===== config.mk =====
export PLATFORM = sky130hd
export DESIGN_NAME = lsd_scheduler
export DESIGN_NICKNAME = d
export VERILOG_FILES = /design/src/rtl/lsd_sched_pkg.sv /design/src/rtl/LeadSignDet.sv /design/src/rtl/lsd_rr_arbiter.sv /design/src/rtl/lsd_scheduler.sv
export SDC_FILE = /design/constraint.sdc
export NUM_CORES = 1
export LEC_CHECK = 0
export BUFFER_PORTS_ARGS = -buffer_cell sky130_fd_sc_hd__buf_2
export CAP_MARGIN = 20
export CORE_MARGIN = 4
export CORE_UTILIZATION = 43
export DETAILED_ROUTE_END_ITERATION = 16
export PLACE_DENSITY = 0.86
export SLEW_MARGIN = 10
export SYNTH_ARGS = -nofsm -noshare
export SYNTH_HDL_FRONTEND = slang
export SYNTH_SLANG_ARGS = --single-unit

===== constraint.sdc =====
create_clock -name clk_i -period 2.43 [get_ports clk_i]
set_clock_uncertainty 0.15 [all_clocks]
set_input_delay 0.1215 -clock clk_i [delete_from_list [all_inputs] [get_ports clk_i]]
set_output_delay 0.1215 -clock clk_i [all_outputs]
set_load 0.01 [all_outputs]

===== src/rtl/lsd_sched_pkg.sv =====
// Shared types and helpers for the lsd_scheduler slice.
// Types are sized to the largest supported configuration; users slice them down.
package lsd_sched_pkg;

    localparam int unsigned DATA_W_MAX = 64;
    localparam int unsigned ID_W_MAX   = 8;
    localparam int unsigned LSC_W_MAX  = 8;

    typedef logic [ID_W_MAX-1:0]  id_t;
    typedef logic [LSC_W_MAX-1:0] lsc_t;

    typedef struct packed {
        logic [DATA_W_MAX-1:0] data;
        id_t                   id;
        logic                  valid;
    } stage_t;

    // One-hot position of the first differing bit below the MSB -> redundant sign count.
    // An all-zero vector means every bit equals the sign: count is w-1.
    function automatic lsc_t lsc_from_onehot(input logic [DATA_W_MAX-1:0] onehot,
                                             input int unsigned           w);
        lsc_t cnt;
        cnt = lsc_t'(w - 1);
        for (int unsigned i = 0; i < DATA_W_MAX; i++) begin
            if ((i + 1 < w) && onehot[i]) begin
                cnt = lsc_t'(w - 2 - i);
            end
        end
        return cnt;
    endfunction

endpackage


===== src/rtl/LeadSignDet.sv =====
// Leading-sign detector: one-hot marker of the highest bit below the MSB that differs from the MSB.
// speed selects a serial (0) or log-depth (1, 2) prefix-OR structure; the function is identical.
module LeadSignDet #(
    parameter int unsigned width = 16,
    parameter int unsigned speed = 0
) (
    input  logic [width-1:0] data_i,
    output logic [width-1:0] onehot_o
);

    logic [width-2:0] diff;
    logic [width-2:0] above;

    assign diff = data_i[width-2:0] ^ {(width-1){data_i[width-1]}};

    generate
        if (speed == 0) begin : g_serial
            always_comb begin
                above[width-2] = 1'b0;
                for (int unsigned i = width - 2; i > 0; i--) begin
                    above[i-1] = above[i] | diff[i];
                end
            end
        end else begin : g_parallel
            logic [width-2:0] incl;
            always_comb begin
                incl = diff;
                // Ascending i reads incl[i+d] before it is updated at this level.
                for (int unsigned d = 1; d < width - 1; d = d * 2) begin
                    for (int unsigned i = 0; i + d < width - 1; i++) begin
                        incl[i] = incl[i] | incl[i+d];
                    end
                end
                above = {1'b0, incl[width-2:1]};
            end
        end
    endgenerate

    assign onehot_o = {1'b0, diff & ~above};

endmodule


===== src/rtl/lsd_rr_arbiter.sv =====
// Round-robin arbiter: priority starts at rr_q and wraps; pointer moves past the winner on a grant.
module lsd_rr_arbiter #(
    parameter  int unsigned n_req = 4,
    localparam int unsigned IDW   = $clog2(n_req)
) (
    input  logic             clk_i,
    input  logic             rst_ni,
    input  logic [n_req-1:0] valid_i,
    input  logic             enable_i,
    output logic [n_req-1:0] grant_o,
    output logic [IDW-1:0]   grant_id_o
);

    logic [IDW-1:0] rr_q, rr_d;
    logic           found;
    int unsigned    cand;

    always_comb begin
        found      = 1'b0;
        grant_id_o = '0;
        cand       = 0;
        for (int unsigned i = 0; i < n_req; i++) begin
            cand = (i + 32'(rr_q)) % n_req;
            if (!found && valid_i[cand]) begin
                found      = 1'b1;
                grant_id_o = IDW'(cand);
            end
        end
        grant_o = '0;
        if (found && enable_i && rst_ni) begin
            grant_o[grant_id_o] = 1'b1;
        end
        rr_d = rr_q;
        if (|grant_o) begin
            rr_d = (grant_id_o == IDW'(n_req - 1)) ? '0 : grant_id_o + IDW'(1);
        end
    end

    always_ff @(posedge clk_i or negedge rst_ni) begin
        if (!rst_ni) begin
            rr_q <= '0;
        end else begin
            rr_q <= rr_d;
        end
    end

endmodule


===== src/rtl/lsd_scheduler.sv =====
// Shares one LSD datapath among n_req requesters: RR grant, capture stage, compute stage.
// Define LSD_SCHED_NORM_EN to build the normalising shifter; otherwise res_norm_o is 0.
module lsd_scheduler
    import lsd_sched_pkg::*;
#(
    parameter  int unsigned width = 16,
    parameter  int unsigned n_req = 4,
    parameter  int unsigned speed = 0,
    localparam int unsigned IDW   = $clog2(n_req),
    localparam int unsigned LSCW  = $clog2(width)
) (
    input  logic                   clk_i,
    input  logic                   rst_ni,
    input  logic [n_req-1:0]       req_valid_i,
    input  logic [n_req*width-1:0] req_data_i,
    output logic [n_req-1:0]       req_ready_o,
    output logic                   res_valid_o,
    input  logic                   res_ready_i,
    output logic [IDW-1:0]         res_id_o,
    output logic [LSCW-1:0]        res_lsc_o,
    output logic                   res_all_o,
    output logic [width-1:0]       res_norm_o
);

    stage_t            s0_q, s0_d;
    logic              load1;
    logic              accept0;
    logic [n_req-1:0]  grant;
    logic [IDW-1:0]    grant_id;

    logic [width-1:0]  op;
    logic [width-1:0]  onehot;
    logic [LSCW-1:0]   lsc_d;
    logic              all_d;

    logic              v1_q;
    logic [IDW-1:0]    id1_q;
    logic [LSCW-1:0]   lsc1_q;
    logic              all1_q;

    // Stage 0 may refill in the same cycle it hands its operand to stage 1.
    assign load1   = !v1_q || res_ready_i;
    assign accept0 = !s0_q.valid || load1;

    lsd_rr_arbiter #(
        .n_req (n_req)
    ) u_arb (
        .clk_i      (clk_i),
        .rst_ni     (rst_ni),
        .valid_i    (req_valid_i),
        .enable_i   (accept0),
        .grant_o    (grant),
        .grant_id_o (grant_id)
    );

    assign req_ready_o = grant;

    always_comb begin
        s0_d = s0_q;
        if (accept0) begin
            s0_d.valid = |grant;
            s0_d.id    = id_t'(grant_id);
            s0_d.data  = DATA_W_MAX'(req_data_i[grant_id*width +: width]);
        end
    end

    always_ff @(posedge clk_i or negedge rst_ni) begin
        if (!rst_ni) begin
            s0_q <= '0;
        end else begin
            s0_q <= s0_d;
        end
    end

    assign op = s0_q.data[width-1:0];

    LeadSignDet #(
        .width (width),
        .speed (speed)
    ) u_lsd (
        .data_i   (op),
        .onehot_o (onehot)
    );

    assign lsc_d = LSCW'(lsc_from_onehot(DATA_W_MAX'(onehot), width));
    assign all_d = ~|onehot;

    always_ff @(posedge clk_i or negedge rst_ni) begin
        if (!rst_ni) begin
            v1_q   <= 1'b0;
            id1_q  <= '0;
            lsc1_q <= '0;
            all1_q <= 1'b0;
        end else if (load1) begin
            v1_q <= s0_q.valid;
            if (s0_q.valid) begin
                id1_q  <= s0_q.id[IDW-1:0];
                lsc1_q <= lsc_d;
                all1_q <= all_d;
            end
        end
    end

`ifdef LSD_SCHED_NORM_EN
    logic [width-1:0] norm_d, norm1_q;

    assign norm_d = op << lsc_d;

    always_ff @(posedge clk_i or negedge rst_ni) begin
        if (!rst_ni) begin
            norm1_q <= '0;
        end else if (load1 && s0_q.valid) begin
            norm1_q <= norm_d;
        end
    end

    assign res_norm_o = norm1_q;
`else
    assign res_norm_o = '0;
`endif

    assign res_valid_o = v1_q;
    assign res_id_o    = id1_q;
    assign res_lsc_o   = lsc1_q;
    assign res_all_o   = all1_q;

endmodule


# == After elaboration in Yosys (flattened, before gate mapping) ==
# Index checks and enable logic that the tools add are counted.
# op_classes
shift,1
eq_ne,1
mux,35
reduce_logical,17
addsub,4
bitwise,16
n_lt_le_gt_ge,6
# op_table
cell,n
$shiftx 64x7->16,1
$mux 4,9
$and 15x15->15,1
$lt 2x3->1 const B,5
$not 14->15,1
$reduce_or 15->1,1
$xor 15x15->15,1
$mux 2,7
$or 1x1->1,13
$mux 3,4
$mux 1,10
$bmux 1 s2,4
$logic_and 1x1->1,6
$logic_not 1->1,6
$add 2x2->2 const A,2
$reduce_or 4->1,1
$add 1x2->2 const A,1
$add 2x1->2 const B,1
$demux 1 s2,1
$eq 2x2->1 const B,1
$ge 2x1->1 const B,1
$logic_or 1x1->1,2
$reduce_and 2->1,1
# totals
input_bits,71
word_cells,88
out_inout_bits,28
regBits,29

# == Longest topological paths before layout ==
# Gate-level depths: netlist (run 1).
# logic_depth
word_depth,31
mapped_depth,8
depth_no_buf,8

# == By module ==
# From an unflattened synthesis (run 1), not the netlist that was laid out.
# hier_totals
cells_unflattened,215
hier_area_um2,2383.5
# modules_own_cells
module,seq_area_each_um2,cells_per_inst,area_each_um2,instances
lsd_scheduler,675.6,126,1726.7,1
LeadSignDet,0.0,60,456.7,1
lsd_rr_arbiter,50.0,29,200.2,1

# == Worst setup path after synthesis (run 1) ==
# No wires, ideal clock.
# synth_path
kind,reg2reg
start,register u_arb.rr_q[1]
end,register u_arb.rr_q[1]
path_stages_with_launch,8
setup_slack_ns,-0.024
setup_ns,0.150
period_less_slack_ns,2.454
required_time_ns,2.130
n_path_buf,1
arrival_time_ns,2.154
path_cell_list,dfrtp_1 -> or3b_1 -> o221ai_4 -> inv_4 -> buf_4 -> ha_1 -> o41ai_1 -> o21ai_0
# synth_via
elab_chain_len,18
elab_cells_between_ends,37
cone_classes,4 x add/sub; 2 x order compare; 1 x eq/ne; 20 x mux; 10 x reduce/logical
# synth_rtl
element,line_no,rtl
"start, declared",lsd_rr_arbiter.sv:14,"logic [IDW-1:0] rr_q, rr_d;"
"start signal, assigned",lsd_rr_arbiter.sv:43,rr_q <= rr_d;
branches (longest 11 deep; another with $add 1x2->2),--,
$mux 2 (*),lsd_rr_arbiter.sv:24,if (!found && valid_i[cand]) begin
named net grant_id[0],lsd_scheduler.sv:29,logic [IDW-1:0] grant_id;
$lt 2x3->1 (implied by the code) / $ge 2x1->1 (equally long branches),lsd_rr_arbiter.sv:31,grant_o[grant_id_o] = 1'b1;
$logic_and 1x1->1 (implied by the code),lsd_rr_arbiter.sv:31,
$mux 1 (implied by the code),lsd_rr_arbiter.sv:31,
$demux 1 s2,--,
$mux 4,lsd_rr_arbiter.sv:30,if (found && enable_i && rst_ni) begin
$reduce_or 4->1,lsd_rr_arbiter.sv:34,if (|grant_o) begin
# Mark *: on every way through the listed nets, which the timed path passes. The select of a mux whose other input is x is not followed.
# A chain may end at the register's enable or synchronous reset.

# == Worst setup path in the final report (run 1) ==
# layout_path
start,register u_arb.rr_q[1]
end,output req_ready_o[2]
# layout_via
elab_chain_len,17
elab_cells_between_ends,33
cone_classes,3 x add/sub; 2 x order compare; 19 x mux; 9 x reduce/logical
# layout_rtl
element,line_no,rtl
branches (longest 16 deep; another with $lt 2x3->1),--,
$mux 4 (*),lsd_rr_arbiter.sv:30,
"end, declared",lsd_scheduler.sv:16,"output logic [n_req-1:0] req_ready_o,"
# Every way passes the cells marked *. The select of a mux whose other input is x is not followed.

==> results.md, run 1 <==
- Status: complete, no violations
- Highest achievable clock rate: 434 MHz
- Main combinational cell family by area after synthesis: compound AO/OA/AOI/OAI gates
- DRT iter0 DRCs: 93
- ANT nets after route: 0
- Synthesized area per cell: 9.08 um2
- Worst setup path category: flop to output pin
- Leakage: 1.31 nW
- Starting Density: 0.458
- Yosys cell types: 47
- Most frequent cells in the layout: buf_2 (82), dfrtp_1 (29), nor2_1 (23), and2_1 (19), nand2_1 (18)
- Die W: 80.1 um
- Tcrit/Tclk final: 0.948
- Clock transition at path regs: 0.07 ns
- Die area: 6410 um2
- Sequential area share after synthesis: 0.325
- Number of buffers created by CTS: 5
- Cell Area, Synth: 2230 um2
- Slew Viols, Final: 0
- # rows: 25
- Commonest non-fill, non-tap cell in the layout: buf_2
- Post-Synth Simple-Gate Area: 0.179
- DIE HEIGHT: 80.1 um
- GRT Total Usage: 0.177
- Vias in the first global route: 2021
- DRT Wirelength: 5600 um
- Minimum clock period: 2.30 ns
- Worst Path Arrival: 2.03 ns
- CTS max path bufs: 2
- Mux share of post-synthesis cell area: 0.0863
- Post-route DRC: 0
- Via count: 2077
- IO Count: 99
- Worst R2R Setup Slack: 0.17 ns
- Largest net degree at the start of global routing: 30
- First-pass GRT wire length: 9140 um
- Yosys top cell by area: dfrtp_1
- Remaining global-route overflow: 0
- Ys flop type: dfrtp_1
- CTS tree: done
- Drt wl/cell: 14.1 um
- Post-synthesis compound-gate area fraction: 0.283
- Worst slew pin tran: 0.663 ns
- Synth async-reset ratio: 1.00
- Max cap viols: 0
- Sequential cell area: 726 um2
- WHS: 0.0197 ns
- Worst Setup End Kind: output pin
- Post-synth EDFFs: 0
- H-tree level count: 2
- Drt first pass iters: 5
- Maximum fanout along the worst path: 19
- Setup TNS: 0 ns
- VDD IR-drop max: 0.802 mV
- WP data required: 2.16 ns
- Vias/cell: 5.23
- Share of the synthesized area in the top cell type: 0.325
- Root Driver: clkbuf_8
- Xor/xnor share of the synthesized area: 0
- Final Core Density: 0.573
- Clk Latency, worst-skew pair: 0.28 ns
- RSZ-0062 raised after global routing: false
- Synth top area cells: dfrtp_1 (32%), a2111oi_2 (8.1%), mux2i_1 (7.6%)
- Rel. slew slack: 0.558
- Clk sinks: 29
- Final setup violation count: 0
- Multi-input gate area: 1350 um2
- #FFs+latches synth: 29
- Final HPWL DP: 4360 um
- Layout cell share with drive strength beyond 1: 0.352
- Pwr Density: 1050 nW/um2
- Fill cell count: 429
- Net count, final: 404
- Ys Warns: 0
- Type of origin of the critical path: flop
- Port bufs: 82
- Gpl congestion: 0.883
- ANT cells: 0
- Synth Instances: 246
- Setup Buffers After CTS: 0
- Final hold violation count: 0
- CORE AREA: 4880 um2
- Post-Place Cell Area: 2640 um2
- Hold/Removal Path Class: primary input to flop
- Synth-to-layout area growth: 25.2%
- Post-route cell area: 2800 um2
- Initial antenna violation count: 0
- Synth Area in Adders: 0.0224
## worst max-delay path, cell delays in order (launching register included)
cell      delay [ns]
dfrtp_1         0.45
or3b_1          0.45
o221ai_4        0.10
buf_4           0.24
ha_1            0.23
and2_1          0.16
buf_2           0.13
## registers in the layout, indices dropped and copies added, names as in the netlist
signal,count
op,16
res_all_o,1
res_id_o,2
res_lsc_o,4
res_valid_o,1
s0_q,3
u_arb.rr_q,2
## final cells by class
cell class              instances  share of cell area
clock buffers                   6              0.0295
clock inverters                 2              0.0134
multi-input cells             195               0.484
well taps                      67              0.0300
inverters                       7              0.0103
repair buffers                 91               0.173
flip-flops and latches         29               0.260
## cell families (layout without fill, tap and decap cells)
logic type,Yosys count,in the layout
and+or+nand+nor,81,81
AOI/OAI and AO/OA,75,75
buffers and inverters,37,106
DFF,29,29
muxes,19,19
adders and majority gates,4,4
other,1,16
## worst paths after layout
check | startpoint | end | cells after the start
max in group asynchronous | rst_ni | op[0] | 3
setup / recovery | u_arb.rr_q[1] | req_ready_o[2] | 6
hold / removal | req_data_i[39] | op[7] | 3
setup reg to reg | u_arb.rr_q[1] | op[2] | 6
min in group asynchronous | rst_ni | op[12] | 3
hold reg to reg | res_all_o | res_all_o | 1
## routing by layer
layer,vias to the layer above,global-route usage,share of wire
met3,8,0.0404,0.081
met1,922,0.234,0.43
met2,106,0.288,0.48
li1,1041,-,-
met5,-,0,0
met4,0,0.0490,0.013
## per-stage QoR
step                      std cells  setup WS (ns)  power (W)
after floorplan                 261          0.134    0.00206
after global placement          387          0.259    0.00235
after detailed placement        387          0.155    0.00241
after CTS                       397          0.148    0.00294
after global routing            397         0.0456    0.00320
final                           397          0.126    0.00295
## cells in the mapped netlist (2+ instances only)
cell        n
a21oi_1     9
buf_6       2
o22ai_1     2
ha_1        4
buf_4      18
a2111oi_0   5
a21o_1      4
o21ai_0    14
a211oi_1   12
inv_1       6
nand2b_1    3
or3_1       2
mux2_2      2
and2_1     19
buf_2       4
nand3_1     4
a2111oi_2  12
dfrtp_1    29
o41ai_1     2
clkbuf_1    5
nor3_1      4
nor2_1     23
nand2_1    18
a221oi_1    4
mux2i_1    17
## power by group
part | switching [W] | internal, W
logic | 0.000810 | 0.000649
registers | 0.000263 | 0.000710
clock network | 0.000184 | 0.000333
## repair_timing
action / in CTS / in global routing
hold buffers: 2 / 0
endpoints found under the setup margin: 0 / 2
resized for setup: 0 / 1
hold endpoints to repair: 30 / 0
(Power assumes the default switching activity.)
==> run 2, diff against run 1 <==
- CORE_UTILIZATION: 43 -> 41
- PLACE_DENSITY: 0.86 -> 0.83
==> results.md, run 2 (synthesis gave the netlist of run 1 again) <==
- Crit path launch: u_arb.rr_q[1]
- Layout cell share with drive strength beyond 1: 0.361
- Flip-flop count of the largest register after layout: 16
- DIE HEIGHT: 81.8 um
- Worst setup path category: flop to output pin
- Worst r2r path cells: 7
- Final HPWL DP: 4450 um
- Worst reg2reg endpoint: u_arb.rr_q[1]
- CORE AREA: 5200 um2
- Power Total: 0.00288 W
- Slowest CP cell: dfrtp_2
- Worst R2R Setup Slack: 0.19 ns
- Net count, final: 404
- Starting Density: 0.429
- Place WS: 0.0367 ns
- Worst Setup End Kind: output pin
- Maximum fanout along the worst path: 19
- CTS max path bufs: 2
- CP top delay family: simple AND/OR/NAND/NOR gates
- Remaining global-route overflow: 0
- Drt first pass iters: 4
- Drt wl/cell: 14.2 um
- Worst setup path end: req_ready_o[2]
- Minimum clock period: 2.33 ns
- Critical R2R Launch: u_arb.rr_q[1]
- Port bufs: 82
- Rel. slew slack: 0.522
- GRT Total Usage: 0.183
- Tcrit/Tclk final: 0.957
- VDD IR-drop max: 0.512 mV
- Type of origin of the critical path: flop
- Clk sinks: 29
- Gpl congestion: 0.819
- Via count: 2114
- Pwr Density: 1030 nW/um2
- DRT Wirelength: 5680 um
- Max cap viols: 0
- Commonest non-fill, non-tap cell in the layout: buf_2
- Largest net degree at the start of global routing: 30
- Placed Instances: 390
- GRT Max-Usage Layer: met2
- IO Count: 99
- WP data required: 2.16 ns
- Most frequent cells in the layout: buf_2 (82), dfrtp_1 (28), nor2_1 (23), and2_1 (19), nand2_1 (18)
- Clk Latency, worst-skew pair: 0.29 ns
- Multi-input gate area: 1360 um2
- Hold Path Origin: req_data_i[46]
- Clock transition at path regs: 0.06 ns
- DRT iter0 DRCs: 98
- Final hold violation count: 0
- Met1 Resource Use GR: 0.221
- Slew Viols, Final: 0
- Setup TNS: 0 ns
- WP buf/inv: 2
- Vias in the first global route: 2101
- Number of buffers created by CTS: 5
- Vias/cell: 5.29
- Met3 usage: 0.0537
- Synth-to-layout area growth: 24.9%
- First-pass GRT wire length: 9380 um
- Sequential cell area: 727 um2
- Largest stage delay on the critical path: 0.45 ns
- Highest achievable clock rate: 430 MHz
- Die W: 81.8 um
- Die area: 6690 um2
- Met2 usage: 0.292
- ANT cells: 0
- Number of cells on the critical path: 6
- ANT nets after route: 0
- Hold/Removal Path Class: primary input to flop
- H-tree level count: 2
- Worst slew pin tran: 0.716 ns
- Post-route DRC: 0
- Cell Count, Final, Fillers Out: 400
- # rows: 26
- Crit-path cells: or3b_1 -> o221ai_4 -> buf_4 -> ha_1 -> and2_1 -> buf_2
- Initial antenna violation count: 0
- Fill cell count: 480
- Status: complete, no violations
- Final setup margin: 0.104 ns
- Final setup violation count: 0
- Root Driver: clkbuf_8
- RSZ-0062 raised after global routing: false
- Leakage: 1.30 nW
- CTS tree: done
- Worst Path Arrival: 2.05 ns
## run 2: cell count changes in the layout (fill, tap and decap cells not counted)
cell	delta
mux2i_1	-1
dfrtp_1	-1
clkbuf_8	+1
clkinvlp_4	-1
ha_1	-1
inv_6	+1
mux2i_2	+1
bufinv_16	-1
clkinv_2	+1
inv_4	-1
dfrtp_2	+1
ha_2	+1
## run 2: area by class of cell
class / instances / share of cell area
clock buffers: 7 / 0.0345
inverters: 7 / 0.0112
repair buffers: 91 / 0.173
clock inverters: 1 / 0.00179
well taps: 70 / 0.0314
multi-input cells: 195 / 0.487
flip-flops and latches: 29 / 0.261
## run 2: tightest hold or removal path, delay by kind of cell
kind,cells,cell delay [ns]
multiplexers,1,0.12
buffers and inverters,1,0.10
AO/OA/AOI/OAI,1,0.08
## run 2: what timing repair did
item / CTS / global route
setup buffers: 0 / 0
hold endpoints to repair: 30 / 0
setup endpoints to repair: 0 / 3
hold buffers: 2 / 0
gates resized for setup: 0 / 5
## run 2: worst min path at each step
stage | to | cells after the start
after floorplan | op[0] | 0
after global placement | res_lsc_o[2] | 2
after detailed placement | res_lsc_o[1] | 2
after CTS | op[14] | 3
after global routing | op[7] | 3
final | op[14] | 3
## run 2: where the power goes
part,internal [W],leakage [nW],switching [W]
Combinational,0.000650,0.902,0.000810
Clock,0.000255,0.0542,0.000185
Sequential,0.000712,0.347,0.000272
## run 2: stage by stage
step                utilization  area (um2)  hold WS [ns]
global placement          0.509        2650        0.0921
global route              0.536        2790        0.0267
floorplan                     -        2300        -0.324
CTS                       0.532        2770        0.0179
detailed placement        0.509        2650        0.0959
finish                    0.536        2790        0.0242
## run 2: routing by layer
| layer | wire (um) | vias up | share of wire |
|---|---|---|---|
| met2 | 2760 | 81 | 0.49 |
| met4 | 119 | 0 | 0.021 |
| met1 | 2330 | 979 | 0.41 |
| met5 | 0 | - | 0 |
| met3 | 465 | 9 | 0.082 |
| li1 | - | 1045 | - |
==> run 3, diff against run 2 <==
- CAP_MARGIN: 20 -> unset
- CORE_MARGIN: 4 -> unset
==> results.md, run 3 (synthesis gave the netlist of run 1 again) <==
- Maximum fanout along the worst path: 9
- Flip-flop count of the largest register after layout: 16
- Setup TNS: 0 ns
- Highest achievable clock rate: 436 MHz
- Crit path launch: u_arb.rr_q[1]
- Pwr Density: 1030 nW/um2
- Sw Pwr: 0.00128 W
- Worst slew pin tran: 0.678 ns
- Net count, final: 404
- First-pass GRT wire length: 8840 um
- Die area: 5750 um2
- ANT cells: 0
- Rel. slew slack: 0.548
- Die W: 75.8 um
- RSZ-0062 raised after global routing: false
- Clock transition at path regs: 0.07 ns
- Port bufs: 82
- Type of origin of the critical path: flop
- DRT iter0 DRCs: 67
- CTS tree: done
- P_int: 0.00157 W
- Vias/cell: 5.49
- Switch share: 0.449
- Initial antenna violation count: 0
- Number of buffers created by CTS: 5
- Drt wl/cell: 13.9 um
- CTS max path bufs: 2
- Layout cell share with drive strength beyond 1: 0.348
- Final hold violation count: 0
- Tcrit/Tclk final: 0.945
- Drt first pass iters: 4
- Gpl congestion: 0.895
- Minimum clock period: 2.30 ns
- Worst setup path end: req_ready_o[0]
- Largest net degree at the start of global routing: 30
- Sequential power share: 0.344
- Hold/Removal Path Class: primary input to flop
- Post-route DRC: 0
- H-tree level count: 2
- Commonest non-fill, non-tap cell in the layout: buf_2
- ANT nets after route: 0
- Clk sinks: 29
- DIE HEIGHT: 75.8 um
- DRT Wirelength: 5560 um
- Slew Viols, Final: 0
- Worst Path Arrival: 2.02 ns
- Worst Setup End Kind: output pin
- Combinational share of power: 0.521
- Worst reg2reg endpoint: u_arb.rr_q[0]
- Setup Buffers After CTS: 0
- Leakage: 1.30 nW
- Final Core Density: 0.536
- VDD IR-drop max: 0.555 mV
- Cell Count, Final, Fillers Out: 400
- Final HPWL DP: 4280 um
- Remaining global-route overflow: 0
- Placed Instances: 390
- Via count: 2196
- Critical R2R Launch: u_arb.rr_q[1]
- Status: complete, no violations
- Worst R2R Setup Slack: 0.16 ns
- GRT Total Usage: 0.207
- Vias in the first global route: 1994
- Root Driver: clkbuf_8
- Most frequent cells in the layout: buf_2 (82), dfrtp_1 (29), nor2_1 (23), and2_1 (19), nand2_1 (18)
- Max cap viols: 0
- IO Count: 99
- Final setup violation count: 0
- Clk Latency, worst-skew pair: 0.29 ns
- Clock share of power: 0.135
- CORE AREA: 5170 um2
- Starting Density: 0.432
- WP data required: 2.16 ns
- Worst setup path category: flop to output pin
- # rows: 26
- Synth-to-layout area growth: 24.2%
- Worst r2r path cells: 8
[run 3: changes by cell type in the layout (fill, tap and decap cells not counted)]
cell      previous run  this run
buf_4                7         6
dfrtp_1             28        29
inv_6                1         0
mux2i_1             16        17
dfrtp_2              1         0
ha_2                 1         0
clkinv_2             1         2
inv_4                0         1
mux2i_2              1         0
ha_1                 3         4
buf_12               0         1
clkbuf_1             0         1
clkbuf_8             7         5
[run 3: power by group through the flow]
stage / Combinational (W) / Clock (W) / Sequential (W)
CTS: 0.00147 / 0.000388 / 0.000970
detailed placement: 0.00145 / 0 / 0.000978
global route: 0.00164 / 0.000411 / 0.00102
finish: 0.00148 / 0.000384 / 0.000978
global placement: 0.00140 / 0 / 0.000960
floorplan: 0.00115 / 0 / 0.000911
[run 3: repair_timing]
action	in CTS	in global routing
resized for setup	0	1
hold endpoints to repair	30	0
setup endpoints to repair	0	2
hold buffers	2	0
[run 3: cell type report]
type,count,area [um2]
multi-input combinational,195,1350
sequential,29,726
inverter,7,28.8
timing repair buffer,91,495
tap,70,87.6
clock buffer,6,72.6
fill,469,2400
clock inverter,2,10.0
[run 3: per-layer routing]
metal  global-route usage  vias to the layer above  part of all wire
li1                     -                     1040                 -
met1                0.243                     1033              0.40
met2                0.355                      109              0.52
met3               0.0529                       14             0.060
met4               0.0947                        0             0.024
met5                    0                        -                 0
[run 3: how the worst min path moves through the flow]
| stage | start | end | depth (start not counted) |
|---|---|---|---|
| floorplan | rst_ni | op[0] | 0 |
| global placement | rst_ni | op[10] | 2 |
| detailed placement | rst_ni | op[9] | 2 |
| CTS | req_data_i[32] | op[0] | 3 |
| global route | req_data_i[33] | op[1] | 3 |
| finish | req_data_i[32] | op[0] | 3 |
[run 3: stage by stage]
step                      total power, W  worst slack [ns]  hold slack [ns]  cell area [um2]
final                            0.00285             0.134           0.0204             2770
after global routing             0.00307            0.0599           0.0251             2770
after CTS                        0.00282             0.108           0.0179             2760
after detailed placement         0.00243             0.132           0.0577             2660
after global placement           0.00236             0.256           0.0578             2660
after floorplan                  0.00206             0.134           -0.324             2300
[run 3: critical path: stages (launching register included)]
cell and delay (ns):
dfrtp_1 0.45, a21oi_1 0.10, o21a_1 0.18, o22a_2 0.30, inv_1 0.15, ha_1 0.24, and2_1 0.18, buf_2 0.14
